[src/rtl/seg7_scan.sv]
// -----------------------------------------------------------------------------
// seg7_scan
// Bus-writable eight-digit seven-segment display driver. A single-cycle-ack
// slave interface exposes two registers: DATA (eight hex nibbles, digit k =
// DATA[4k+3:4k]) and CTRL (per-digit enable mask, bits 7:0). A prescaler
// dwells SCAN_DIV cycles on each digit and drives the shared active-low
// segment lines plus one active-low anode strobe per digit.
//
// Parameters:
//   SCAN_DIV  clock cycles per digit slot (2..2^20)
//
// Ports:
//   CLK_I   system clock, rising edge
//   RST_I   asynchronous active-high reset
//   STB_I   bus strobe
//   WE_I    1 = write, 0 = read
//   ADR_I   0 = DATA, 1 = CTRL
//   SEL_I   byte-lane enables for writes
//   DAT_I   write data
//   DAT_O   read data (registered, held between reads)
//   ACK_O   one-cycle acknowledge pulse
//   SEG_O   active-low segments {dp,g,f,e,d,c,b,a}
//   AN_O    active-low digit strobes, bit k = digit k
//
// Build option:
//   SEG7_READBACK_EN  when defined, reads return DATA/CTRL; when undefined the
//                     read-data register is removed and DAT_O is tied to 0
//                     (reads are still acknowledged with the same timing).
// -----------------------------------------------------------------------------
module seg7_scan #(
    parameter int unsigned SCAN_DIV = 50000
) (
    input  logic        CLK_I,
    input  logic        RST_I,
    input  logic        STB_I,
    input  logic        WE_I,
    input  logic        ADR_I,
    input  logic [3:0]  SEL_I,
    input  logic [31:0] DAT_I,
    output logic [31:0] DAT_O,
    output logic        ACK_O,
    output logic [7:0]  SEG_O,
    output logic [7:0]  AN_O
);

    localparam int unsigned   PW         = (SCAN_DIV > 2) ? $clog2(SCAN_DIV) : 1;
    localparam logic [PW-1:0] PRESC_LAST = PW'(SCAN_DIV - 1);

    // Hex digit to active-low gfedcba pattern.
    function automatic logic [6:0] hex7(input logic [3:0] nib);
        logic [6:0] pat;
        case (nib)
            4'h0:    pat = 7'h40;
            4'h1:    pat = 7'h79;
            4'h2:    pat = 7'h24;
            4'h3:    pat = 7'h30;
            4'h4:    pat = 7'h19;
            4'h5:    pat = 7'h12;
            4'h6:    pat = 7'h02;
            4'h7:    pat = 7'h78;
            4'h8:    pat = 7'h00;
            4'h9:    pat = 7'h10;
            4'hA:    pat = 7'h08;
            4'hB:    pat = 7'h03;
            4'hC:    pat = 7'h46;
            4'hD:    pat = 7'h21;
            4'hE:    pat = 7'h06;
            4'hF:    pat = 7'h0E;
            default: pat = 7'h7F;
        endcase
        return pat;
    endfunction

    logic          r_ack;
    logic [31:0]   r_data;
    logic [7:0]    r_ctrl;
    logic [PW-1:0] r_presc;
    logic [2:0]    r_idx;
    logic [7:0]    r_seg;
    logic [7:0]    r_an;

    logic          w_wr_en;
    logic          w_rd_en;
    logic          w_presc_wrap;
    logic [3:0]    w_nib;
    logic          w_dig_en;

    // Transaction qualifiers, slot wrap and current digit lookup.
    always_comb begin
        w_wr_en      = STB_I & WE_I & ~r_ack;
        w_rd_en      = STB_I & ~WE_I & ~r_ack;
        w_presc_wrap = (r_presc == PRESC_LAST);
        w_nib        = r_data[{r_idx, 2'b00} +: 4];
        w_dig_en     = r_ctrl[r_idx];
    end

    // Acknowledge: a held strobe acks every second cycle.
    always_ff @(posedge CLK_I or posedge RST_I) begin
        if (RST_I) begin
            r_ack <= 1'b0;
        end else begin
            r_ack <= STB_I & ~r_ack;
        end
    end

    // Register writes with byte-lane enables; CTRL only has lane 0.
    always_ff @(posedge CLK_I or posedge RST_I) begin
        if (RST_I) begin
            r_data <= 32'h0000_0000;
            r_ctrl <= 8'hFF;
        end else if (w_wr_en) begin
            if (ADR_I == 1'b0) begin
                for (int b = 0; b < 4; b++) begin
                    if (SEL_I[b]) begin
                        r_data[8*b +: 8] <= DAT_I[8*b +: 8];
                    end
                end
            end else if (SEL_I[0]) begin
                r_ctrl <= DAT_I[7:0];
            end
        end
    end

`ifdef SEG7_READBACK_EN
    logic [31:0] r_dat;

    // Read data captured on the acking edge, held otherwise.
    always_ff @(posedge CLK_I or posedge RST_I) begin
        if (RST_I) begin
            r_dat <= 32'h0000_0000;
        end else if (w_rd_en) begin
            r_dat <= ADR_I ? {24'h00_0000, r_ctrl} : r_data;
        end
    end

    assign DAT_O = r_dat;
`else
    // Readback removed: read strobes still get acked, data is always zero.
    assign DAT_O = 32'h0000_0000;
`endif

    // Prescaler and digit index; the index advances when the prescaler wraps.
    always_ff @(posedge CLK_I or posedge RST_I) begin
        if (RST_I) begin
            r_presc <= '0;
            r_idx   <= 3'd0;
        end else if (w_presc_wrap) begin
            r_presc <= '0;
            r_idx   <= r_idx + 3'd1;
        end else begin
            r_presc <= r_presc + {{(PW-1){1'b0}}, 1'b1};
        end
    end

    // Output words rebuilt every cycle from the current index, so anode and
    // segment values always come from the same index and register snapshot.
    always_ff @(posedge CLK_I or posedge RST_I) begin
        if (RST_I) begin
            r_an  <= 8'hFF;
            r_seg <= 8'hFF;
        end else if (w_dig_en) begin
            r_an  <= ~(8'b0000_0001 << r_idx);
            r_seg <= {1'b1, hex7(w_nib)};
        end else begin
            r_an  <= 8'hFF;
            r_seg <= 8'hFF;
        end
    end

    assign ACK_O = r_ack;
    assign SEG_O = r_seg;
    assign AN_O  = r_an;

endmodule

[config.mk]
export PLATFORM = sky130hd
export DESIGN_NAME = seg7_scan
export DESIGN_NICKNAME = d
export VERILOG_FILES = /design/src/rtl/seg7_scan.sv
export SDC_FILE = /design/constraint.sdc
export NUM_CORES = 1
export LEC_CHECK = 0
export ABC_CLOCK_PERIOD_IN_PS = 6700
export BUFFER_PORTS_ARGS = -buffer_cell sky130_fd_sc_hd__buf_4
export CAP_MARGIN = 0
export CELL_PAD_IN_SITES_DETAIL_PLACEMENT = 0
export CELL_PAD_IN_SITES_GLOBAL_PLACEMENT = 1
export CORE_ASPECT_RATIO = 1.2
export CORE_MARGIN = 3
export CORE_UTILIZATION = 47
export CTS_BUF_LIST = sky130_fd_sc_hd__clkbuf_2 sky130_fd_sc_hd__clkbuf_4 sky130_fd_sc_hd__clkbuf_8
export DETAILED_ROUTE_END_ITERATION = 10
export GPL_TIMING_DRIVEN = 0
export PLACE_DENSITY = 0.95
export SKIP_LAST_GASP = 1
export SLEW_MARGIN = 25
export SYNTH_ARGS = -nofsm -noshare
export SYNTH_HDL_FRONTEND = slang
export SYNTH_SLANG_ARGS = --single-unit
export TNS_END_PERCENT = 30
[constraint.sdc]
create_clock -name CLK_I -period 6.7 [get_ports CLK_I]
set_input_delay 1.34 -clock CLK_I [delete_from_list [all_inputs] [get_ports CLK_I]]
set_output_delay 1.34 -clock CLK_I [all_outputs]
set_load 0.01 [all_outputs]
==> flow_metrics.env, run 1 <==
export IMPL_status="finished clean"
export IMPL_fin_nets=458
export IMPL_synth_area_top_cells="dfrtp_1, dfstp_2, mux2_2, buf_4, ha_1"
export IMPL_yosysTopAreaCell="dfrtp_1"
export IMPL_hold_violations=0
export IMPL_slew_headroom_pct=55.0
export IMPL_synth_top_area_share_pct=34.3
export IMPL_finalSetupViolCount=0
export IMPL_die_h_um=104
export IMPL_yosys_warnings=0
export IMPL_rows=35
export IMPL_grt_pass1_wl_um=11700
export IMPL_initial_core_util_pct=48.9
export IMPL_fin_area_um2=4650
export IMPL_vias_per_cell=4.84
export IMPL_synth_cell_types=43
export IMPL_required_ns=6.97
export IMPL_worstSkewPairLatency_ns=0.35
export IMPL_p_leak_nw=2.21
export IMPL_root_buffer="clkbuf_8"
export IMPL_worst_pin_slew_ns=0.672
export IMPL_cts_tree="built"
export IMPL_port_buffers=56
export IMPL_finalWorstSetupSlack_ns=3.86
export IMPL_ant_nets=0
export IMPL_finalSetupTns_ns=0
export IMPL_globalplace_congestion=0.791
export IMPL_fillers=641
export IMPL_route_vias_total=2425
export IMPL_holdWs_ns=0.453
export IMPL_hold_depth=1
export IMPL_syn_area_um2=3790
export IMPL_grt_pass1_vias=2468
export IMPL_diodes=0
export IMPL_finalNonFillerCells=501
export IMPL_hpwl_um=5430
export IMPL_async_reset_ff_share_pct=100
export IMPL_fin_skew_ns=0.0138
export IMPL_worstHoldPathType="register to register"
export IMPL_cts_hold_buf=0
export IMPL_postCtsSetupRepairBufs=0
export IMPL_grt_overflow=0
export IMPL_synth_edf_count=0
export IMPL_drt_initial_drc_count=89
export IMPL_crit_type="register to register"
export IMPL_cts_resized=0
export IMPL_fmax_mhz=353
export IMPL_seq_area_frac_synth_pct=50.3
export IMPL_rr_worst_depth=8
export IMPL_rsz0062_at_grt="no"
export IMPL_ys_ff_latch=75
export IMPL_post_dp_cell_area_um2=4460
export IMPL_period_minus_slack_ns=2.84
export IMPL_grt_antenna_before_repair=0
export IMPL_drive_above_1_share_pct=45.2
export IMPL_endpoint_kind="register"
export IMPL_die_w_um=88.0
export IMPL_syn_area_per_cell_um2=12.4
export IMPL_core_area_um2=7750
export IMPL_io_pins=90
export IMPL_drv_slew=0
export IMPL_place_worst_setup_slack_ns=3.87
export IMPL_htreeDepth=3
export IMPL_grt_max_degree=47
export IMPL_power_density_nw_per_um2=252
export IMPL_finalCritPeriodShare_pct=42.3
export IMPL_start_kind="register"
export IMPL_drc=0
export IMPL_synth_ff_type="dfrtp_1"
export IMPL_ir_drop_mv=0.151
export IMPL_clock_path_buffers=2
export IMPL_syn_to_final_growth_pct=22.7
export IMPL_crit_fanout=10
export IMPL_cts_inserted_buffers=9
export IMPL_first_pass_iters=4
export IMPL_grtUsageTotal_pct=16.4
export IMPL_wire_per_inst_um=13.9
export IMPL_cap_violations=0
export IMPL_cp_arrival_ns=3.11
export IMPL_die_area_um2=9180
export IMPL_finalPower_mw=1.17
export IMPL_fin_util_pct=60.0
export IMPL_r2r_setup_slack_ns=3.86
export IMPL_cts_sinks=75
export IMPL_dpl_cell_count=485
export IMPL_clkSlewWorstSetupHoldPaths_ns=0.09
export IMPL_wirelength_um=6970
export IMPL_syn_inst=305
-- cells in the mapped netlist (2+ instances only) --
cell,number
dfrtp_1,52
mux2_2,37
buf_4,33
dfstp_2,23
nor2_1,23
nand2_1,21
ha_1,13
mux2_1,10
xor2_1,10
nand3_1,9
mux4_2,7
mux2i_1,6
nor3_1,6
xnor2_1,5
and3_1,4
inv_1,4
a21oi_1,3
a31oi_1,3
buf_6,3
inv_2,3
nor2b_1,3
buf_2,2
conb_1,2
nand4_1,2
o21ai_1,2
o221ai_1,2
-- state kept, by name (all words and copies together) (netlist names) --
| name | flops |
|---|---|
| ACK_O | 1 |
| r_presc | 16 |
| r_data | 32 |
| AN_O | 8 |
| r_ctrl | 8 |
| SEG_O | 7 |
| r_idx | 3 |
-- layer usage --
metal | routed length [um] | track usage [%] | up-vias
met3 | 517 | 5.63 | 8
met1 | 2910 | 21.0 | 1152
met2 | 3460 | 25.5 | 67
met4 | 76 | 5.92 | 0
met5 | 0 | 0 | -
li1 | - | - | 1198
-- path summary, 6_finish.rpt --
kind | to | start
min in group asynchronous | r_data[21]$_DFFE_PP0P_ | RST_I
max in group asynchronous | r_ctrl[3]$_DFFE_PP1P_ | RST_I
setup / recovery | SEG_O[3]$_DFF_PP1_ | r_idx[1]$_DFFE_PP0N_
hold reg to reg | ACK_O$_DFF_PP0_ | ACK_O$_DFF_PP0_
setup reg to reg | SEG_O[3]$_DFF_PP1_ | r_idx[1]$_DFFE_PP0N_
hold / removal | ACK_O$_DFF_PP0_ | ACK_O$_DFF_PP0_
-- area by class of cell --
class / instances / area, um2 / area share, %
Sequential cell: 75 / 1910 / 41.0
Multi-Input combinational cell: 215 / 1680 / 36.1
Timing Repair Buffer: 57 / 440 / 9.47
Buffer: 38 / 292 / 6.27
Clock buffer: 10 / 138 / 2.96
Tap cell: 92 / 115 / 2.48
Clock inverter: 6 / 47.5 / 1.02
Inverter: 8 / 32.5 / 0.700
-- report_power, final --
group          total [mW]  switching, mW  internal [mW]
Combinational       0.266          0.120          0.147
Clock               0.323          0.175          0.148
Sequential          0.582         0.0341          0.548
-- cell families after synthesis --
group | share of synthesized area, %
XOR/XNOR | 3.47
AND/OR/NAND/NOR | 8.55
flip-flops | 50.3
multiplexers | 20.7
adder cells (fa/ha/maj) | 4.29
AO/OA/AOI/OAI | 4.03
buffers and inverters | 8.48
other | 0.198
-- cells in the final DEF (no fill, tap or decap), types with 2 or more instances in the layout --
cell,n
nor2_1,23
nor2b_1,3
buf_2,2
a31oi_1,3
ha_1,13
nor3_1,6
conb_1,33
inv_1,3
o21ai_1,2
dfrtp_1,52
clkbuf_8,10
nand2_1,21
nand3_1,9
mux2i_1,6
and3_1,4
xnor2_1,5
nand4_1,2
buf_4,89
mux2_1,10
buf_6,3
inv_2,3
mux2_2,37
mux4_2,7
xor2_1,10
a21oi_1,3
dfstp_2,23
o221ai_1,2
inv_6,3
-- worst max-delay path, stage by stage, from the launching register on --
cell       delay, ns
dfrtp_1         0.51
buf_6           0.21
mux4_2          0.50
mux2i_1         0.45
inv_1           0.19
ha_1            0.30
and3_1          0.17
a2111oi_0       0.36
a31oi_1         0.08
Power figures use the tool's default switching activity.
==> run 2: changes to the inputs <==
--- a/config.mk
+++ b/config.mk
@@ -5,18 +5,18 @@
 export SDC_FILE = /design/constraint.sdc
 export NUM_CORES = 1
 export LEC_CHECK = 0
-export ABC_CLOCK_PERIOD_IN_PS = 6700
+export ABC_CLOCK_PERIOD_IN_PS = 2350
 export BUFFER_PORTS_ARGS = -buffer_cell sky130_fd_sc_hd__buf_4
 export CAP_MARGIN = 0
 export CELL_PAD_IN_SITES_DETAIL_PLACEMENT = 0
 export CELL_PAD_IN_SITES_GLOBAL_PLACEMENT = 1
 export CORE_ASPECT_RATIO = 1.2
 export CORE_MARGIN = 3
-export CORE_UTILIZATION = 47
+export CORE_UTILIZATION = 40
 export CTS_BUF_LIST = sky130_fd_sc_hd__clkbuf_2 sky130_fd_sc_hd__clkbuf_4 sky130_fd_sc_hd__clkbuf_8
 export DETAILED_ROUTE_END_ITERATION = 10
 export GPL_TIMING_DRIVEN = 0
-export PLACE_DENSITY = 0.95
+export PLACE_DENSITY = 0.91
 export SKIP_LAST_GASP = 1
 export SLEW_MARGIN = 25
 export SYNTH_ARGS = -nofsm -noshare
==> constraint.sdc (replaced) <==
create_clock -name CLK_I -period 2.35 [get_ports CLK_I]
set_input_delay 0.47 -clock CLK_I [delete_from_list [all_inputs] [get_ports CLK_I]]
set_output_delay 0.47 -clock CLK_I [all_outputs]
set_load 0.01 [all_outputs]
==> run 2 against run 1 <==
  * Via count rose by 1.6%
  * Cell area rose by 2.2%
  * Sequential power rose to 2.9 times the previous value
  * Largest power group unchanged
  * Core utilization fell by 8.0 points
  * Register-to-register slack got worse by 3.8 ns
  * Fmax rose by 26%
  * Clock power rose to 3.2 times the previous value
  * First-iteration DRC count rose by 39%
==> flow_metrics.env, run 2 (same netlist as run 1, synthesis figures left out) <==
export IMPL_status="finished clean"
export IMPL_rows=38
export IMPL_final_common_cell="buf_4"
export IMPL_crit_type="register to register"
export IMPL_required_ns=2.62
export IMPL_finalPower_mw=3.49
export IMPL_die_w_um=94.9
export IMPL_vias_per_cell=4.64
export IMPL_post_dp_cell_area_um2=4500
export IMPL_die_h_um=113
export IMPL_drt_initial_drc_count=124
export IMPL_diodes=0
export IMPL_reg2reg_to="SEG_O[3]$_DFF_PP1_"
export IMPL_io_pins=90
export IMPL_r2r_setup_slack_ns=0.1
export IMPL_drive_above_1_share_pct=46.5
export IMPL_hold_violations=0
export IMPL_top_layer="met4"
export IMPL_grt_antenna_before_repair=0
export IMPL_regMostFlops="r_data"
export IMPL_clock_path_buffers=2
export IMPL_grt_max_degree=40
export IMPL_worst_pin_slew_ns=0.724
export IMPL_grt_overflow=0
export IMPL_worstHoldPathType="input pin to async pin"
export IMPL_slew_headroom_pct=51.5
export IMPL_wirelength_um=7460
export IMPL_wl_met1_um=3070
export IMPL_htreeDepth=3
export IMPL_fin_skew_ns=0.0110
export IMPL_initial_core_util_pct=41.5
export IMPL_rr_worst_depth=8
export IMPL_place_worst_setup_slack_ns=-0.420
export IMPL_dr_wl_met2_um=3730
export IMPL_largest_registers="r_data (32), r_presc (16)"
export IMPL_die_area_um2=10700
export IMPL_fillers=808
export IMPL_syn_to_final_growth_pct=25.3
export IMPL_drc=0
export IMPL_fin_nets=460
export IMPL_port_buffers=56
export IMPL_fmax_mhz=444
export IMPL_fin_area_um2=4750
export IMPL_layout_common_cells="buf_4, dfrtp_1, mux2_2, conb_1"
export IMPL_dpl_cell_count=513
export IMPL_root_buffer="clkbuf_8"
export IMPL_finalNonFillerCells=531
export IMPL_grt_pass1_wl_um=12500
export IMPL_grt_pass1_vias=2633
export IMPL_p_leak_nw=2.22
export IMPL_worstSkewPairLatency_ns=0.35
export IMPL_crit_fanout=10
export IMPL_hpwl_um=5550
export IMPL_finalWorstSetupSlack_ns=0.0958
export IMPL_wire_per_inst_um=14.0
export IMPL_first_pass_iters=4
export IMPL_ant_nets=0
export IMPL_holdWs_ns=0.150
export IMPL_endpoint_kind="register"
export IMPL_cts_hold_buf=0
export IMPL_start_kind="register"
export IMPL_cp_arrival_ns=2.53
export IMPL_rsz0062_at_grt="no"
export IMPL_grtUsageTotal_pct=15.2
export IMPL_ir_drop_mv=0.411
export IMPL_route_vias_total=2464
export IMPL_finalCritPeriodShare_pct=95.9
export IMPL_cts_tree="built"
export IMPL_cts_inserted_buffers=9
export IMPL_worstReg2RegStart="r_idx[1]$_DFFE_PP0N_"
export IMPL_period_minus_slack_ns=2.25
export IMPL_globalplace_congestion=0.766
export IMPL_drv_slew=0
export IMPL_core_area_um2=9130
export IMPL_largest_register_ffs=32
export IMPL_clkSlewWorstSetupHoldPaths_ns=0.08
export IMPL_cap_violations=0
export IMPL_power_density_nw_per_um2=734
export IMPL_finalSetupViolCount=0
export IMPL_fin_util_pct=52.0
export IMPL_finalSetupTns_ns=0
export IMPL_cts_sinks=75
export IMPL_met3WireLength_um=536
==> run 2: cell types whose count changed in the layout (fill, tap and decap cells not counted), sizes merged <==
cell	before	now
buf	95	97
bufinv	0	1
clkinv	3	2
clkinvlp	1	2
inv	10	9
==> run 2: timing repair <==
action | 4_1_cts | 5_1_grt
gates resized for setup | 4 | 3
setup endpoints to repair | 6 | 1
setup buffers | 2 | 0
cloned | 0 | 0
hold endpoints to repair | 0 | 0
==> run 2: critical path, cell delays in order, from the launching register on <==
cell and delay, ns:
dfrtp_2 0.38, buf_8 0.15, mux4_2 0.54, mux2i_4 0.20
inv_2 0.08, ha_1 0.25, and3_1 0.17, a2111oi_2 0.33
a31oi_1 0.07
==> run 2: worst max-delay path by stage <==
stage               cells past startpoint                     end  slack, ns            startpoint
floorplan                               8      SEG_O[3]$_DFF_PP1_      -0.03  r_idx[1]$_DFFE_PP0N_
global placement                        2  r_data[14]$_DFFE_PP0P_      -0.81                 RST_I
detailed placement                      8      SEG_O[3]$_DFF_PP1_      -0.42  r_idx[1]$_DFFE_PP0N_
CTS                                     8      SEG_O[3]$_DFF_PP1_      0.009  r_idx[1]$_DFFE_PP0N_
global route                            8      SEG_O[3]$_DFF_PP1_       0.02  r_idx[1]$_DFFE_PP0N_
finish                                  8      SEG_O[3]$_DFF_PP1_        0.1  r_idx[1]$_DFFE_PP0N_
==> run 2: cell type report <==
class                   instances  area, um2  share of cell area [%]
repair buffers                 59        455                    9.59
inverters                       8       32.5                   0.685
flip-flops and latches         75       1910                    40.1
clock inverters                 6       71.3                    1.50
plain buffers                  38        298                    6.27
well taps                     120        150                    3.16
clock buffers                  10        138                    2.90
multi-input cells             215       1700                    35.7
==> run 2: per-layer routing <==
metal	vias up	global-route usage, %
met3	10	4.89
met2	73	24.9
met1	1181	18.5
met5	-	0
li1	1200	-
met4	0	5.77
==> run 2: power by group <==
group | switching [mW] | internal, mW | total, mW
sequential | 0.104 | 1.56 | 1.67
clock | 0.502 | 0.528 | 1.03
combinational | 0.357 | 0.431 | 0.788
==> run 3: changes to the inputs <==
==> config.mk (replaced) <==
export PLATFORM = sky130hd
export DESIGN_NAME = seg7_scan
export DESIGN_NICKNAME = d
export VERILOG_FILES = /design/src/rtl/seg7_scan.sv
export SDC_FILE = /design/constraint.sdc
export NUM_CORES = 1
export LEC_CHECK = 0
export ABC_CLOCK_PERIOD_IN_PS = 2350
export BUFFER_PORTS_ARGS = -buffer_cell sky130_fd_sc_hd__clkbuf_2
export CAP_MARGIN = 0
export CELL_PAD_IN_SITES_DETAIL_PLACEMENT = 0
export CELL_PAD_IN_SITES_GLOBAL_PLACEMENT = 1
export CORE_ASPECT_RATIO = 1.2
export CORE_MARGIN = 3
export CORE_UTILIZATION = 38
export DETAILED_ROUTE_END_ITERATION = 10
export GPL_TIMING_DRIVEN = 0
export PLACE_DENSITY = 0.87
export SKIP_LAST_GASP = 1
export SLEW_MARGIN = 25
export SYNTH_ARGS = -nofsm -noshare
export SYNTH_HDL_FRONTEND = slang
export SYNTH_SLANG_ARGS = --single-unit
export TNS_END_PERCENT = 30
==> run 3 against run 2 <==
  * Sequential cell count is the same
  * Worst hold slack worse by 0.0087 ns
  * Critical path depth stayed put
  * Wire length hardly changed
  * Combinational power fell by 6.0%
  * Fmax down 2.3%
  * Non-clock buffer count did not move
  * Clock power grew 38%
  * Power increased by 9.6%
  * First-iteration DRC count decreased by 47%
  * Via count up 0.45%
  * Largest cell class unchanged
  * Highest routed layer unchanged
==> flow_metrics.env, run 3 (same netlist as run 1, synthesis figures left out) <==
export IMPL_slew_headroom_pct=53.0
export IMPL_cts_inserted_buffers=9
export IMPL_finalSetupTns_ns=0
export IMPL_grtUsageTotal_pct=13.7
export IMPL_wirelength_um=7450
export IMPL_grt_pass1_wl_um=11900
export IMPL_die_w_um=97.2
export IMPL_largest_registers="r_data (32), r_presc (16)"
export IMPL_wire_per_inst_um=14.0
export IMPL_p_leak_nw=2.23
export IMPL_seqPwrFrac_pct=43.5
export IMPL_initial_core_util_pct=39.4
export IMPL_worstHoldPathType="input pin to async pin"
export IMPL_clkSlewWorstSetupHoldPaths_ns=0.07
export IMPL_switchingPower_mw=1.03
export IMPL_required_ns=2.61
export IMPL_core_area_um2=9610
export IMPL_endpoint_kind="register"
export IMPL_status="finished clean"
export IMPL_grt_antenna_before_repair=0
export IMPL_clock_path_buffers=2
export IMPL_rows=39
export IMPL_cts_tree="built"
export IMPL_worstSkewPairLatency_ns=0.34
export IMPL_start_kind="register"
export IMPL_final_common_cell="clkbuf_2"
export IMPL_cp_arrival_ns=2.56
export IMPL_grt_max_degree=42
export IMPL_fin_nets=460
export IMPL_clkPwrFrac_pct=37.1
export IMPL_diodes=0
export IMPL_fin_skew_ns=0.00778
export IMPL_finalWorstSetupSlack_ns=0.0431
export IMPL_top_layer="met4"
export IMPL_drc=0
export IMPL_port_buffers=56
export IMPL_syn_to_final_growth_pct=24.3
export IMPL_rsz0062_at_grt="no"
export IMPL_cap_violations=0
export IMPL_cts_sinks=75
export IMPL_grt_overflow=0
export IMPL_hold_violations=0
export IMPL_worstReg2RegStart="r_idx[1]$_DFFE_PP0N_"
export IMPL_largest_register_ffs=32
export IMPL_layout_common_cells="clkbuf_2, dfrtp_1, mux2_2, buf_4, conb_1"
export IMPL_share_comb_of_total_power_pct=19.4
export IMPL_drv_slew=0
export IMPL_drive_above_1_share_pct=46.2
export IMPL_cts_hold_buf=0
export IMPL_ant_nets=0
export IMPL_htreeDepth=3
export IMPL_regMostFlops="r_data"
export IMPL_root_buffer="clkbuf_16"
export IMPL_io_pins=90
export IMPL_globalplace_congestion=0.779
export IMPL_finalCritPeriodShare_pct=98.2
export IMPL_internal_power_mw=2.79
export IMPL_power_density_nw_per_um2=811
export IMPL_switching_share_pct=26.9
export IMPL_die_area_um2=11200
export IMPL_crit_path_start="r_idx[1]$_DFFE_PP0N_"
export IMPL_vias_per_cell=4.63
export IMPL_ir_drop_mv=0.466
export IMPL_period_minus_slack_ns=2.31
export IMPL_grt_pass1_vias=2466
export IMPL_hpwl_um=5420
export IMPL_route_vias_total=2475
export IMPL_finalSetupViolCount=0
export IMPL_crit_fanout=10
export IMPL_die_h_um=115
export IMPL_dr_wl_met2_um=3750
export IMPL_crit_type="register to register"
export IMPL_fin_area_um2=4710
export IMPL_first_pass_iters=4
export IMPL_place_worst_setup_slack_ns=-0.385
export IMPL_wl_met1_um=3120
export IMPL_worst_pin_slew_ns=0.703
export IMPL_met3WireLength_um=464
export IMPL_drt_initial_drc_count=66
export IMPL_post_dp_cell_area_um2=4370
export IMPL_fmax_mhz=433
-- run 3: cell count changes in the layout (fill, tap and decap cells not counted), sizes merged --
cell	before	now
clkbuf	10	65
inv	9	11
clkinvlp	2	1
buf	97	41
-- run 3: layout make-up --
class	instances	area [um2]
fill	867	4900
multi-input combinational	215	1700
timing repair buffer	59	315
buffer	38	298
inverter	8	32.5
clock inverter	7	83.8
clock buffer	9	225
tap	123	154
sequential	75	1910
-- run 3: metrics by stage --
stage,util [%],hold slack (ns),cells,power (mW)
5_1_grt,49.0,0.166,534,4.02
3_3_place_gp,45.2,0.429,515,2.37
4_1_cts,48.9,0.152,534,3.87
2_1_floorplan,-,0.455,336,2.20
3_5_place_dp,45.4,0.434,516,2.41
6_report,49.0,0.142,534,3.82
-- run 3: layer usage --
layer | up-vias | global-route usage (%)
li1 | 1202 | -
met1 | 1183 | 16.2
met2 | 80 | 23.3
met3 | 10 | 4.37
met4 | 0 | 5.62
met5 | - | 0
-- run 3: worst paths after layout --
| kind | to | slack, ns | depth (start not counted) |
|---|---|---|---|
| max | SEG_O[3]$_DFF_PP1_ | 0.04 | 8 |
| min | r_presc[15]$_DFF_PP0_ | 0.14 | 2 |
| max reg2reg | SEG_O[3]$_DFF_PP1_ | 0.04 | 8 |
| min reg2reg | ACK_O$_DFF_PP0_ | 0.44 | 1 |
| max in group asynchronous | AN_O[4]$_DFF_PP1_ | 1.57 | 3 |
| min in group CLK_I | r_data[24]$_DFFE_PP0P_ | 0.34 | 2 |
-- run 3: what timing repair did --
| item | in CTS | in global routing |
|---|---|---|
| setup buffers | 2 | 0 |
| setup endpoints to repair | 4 | 1 |
| gates resized for setup | 4 | 2 |
| pin swaps | 0 | 0 |
-- run 3: power groups by stage --
stage	sequential, mW	combinational (mW)	clock [mW]
finish	1.66	0.741	1.42
global route	1.69	0.813	1.52
CTS	1.66	0.743	1.46
detailed placement	1.69	0.726	0
global placement	1.68	0.699	0
floorplan	1.68	0.522	0
-- run 3: worst max-delay path, cell delays in order, from the launching register on --
cell       delay, ns
dfrtp_2         0.38
buf_8           0.15
mux4_2          0.56
mux2i_4         0.20
inv_1           0.12
ha_2            0.23
and3_1          0.15
a2111oi_1       0.37
a31oi_1         0.08
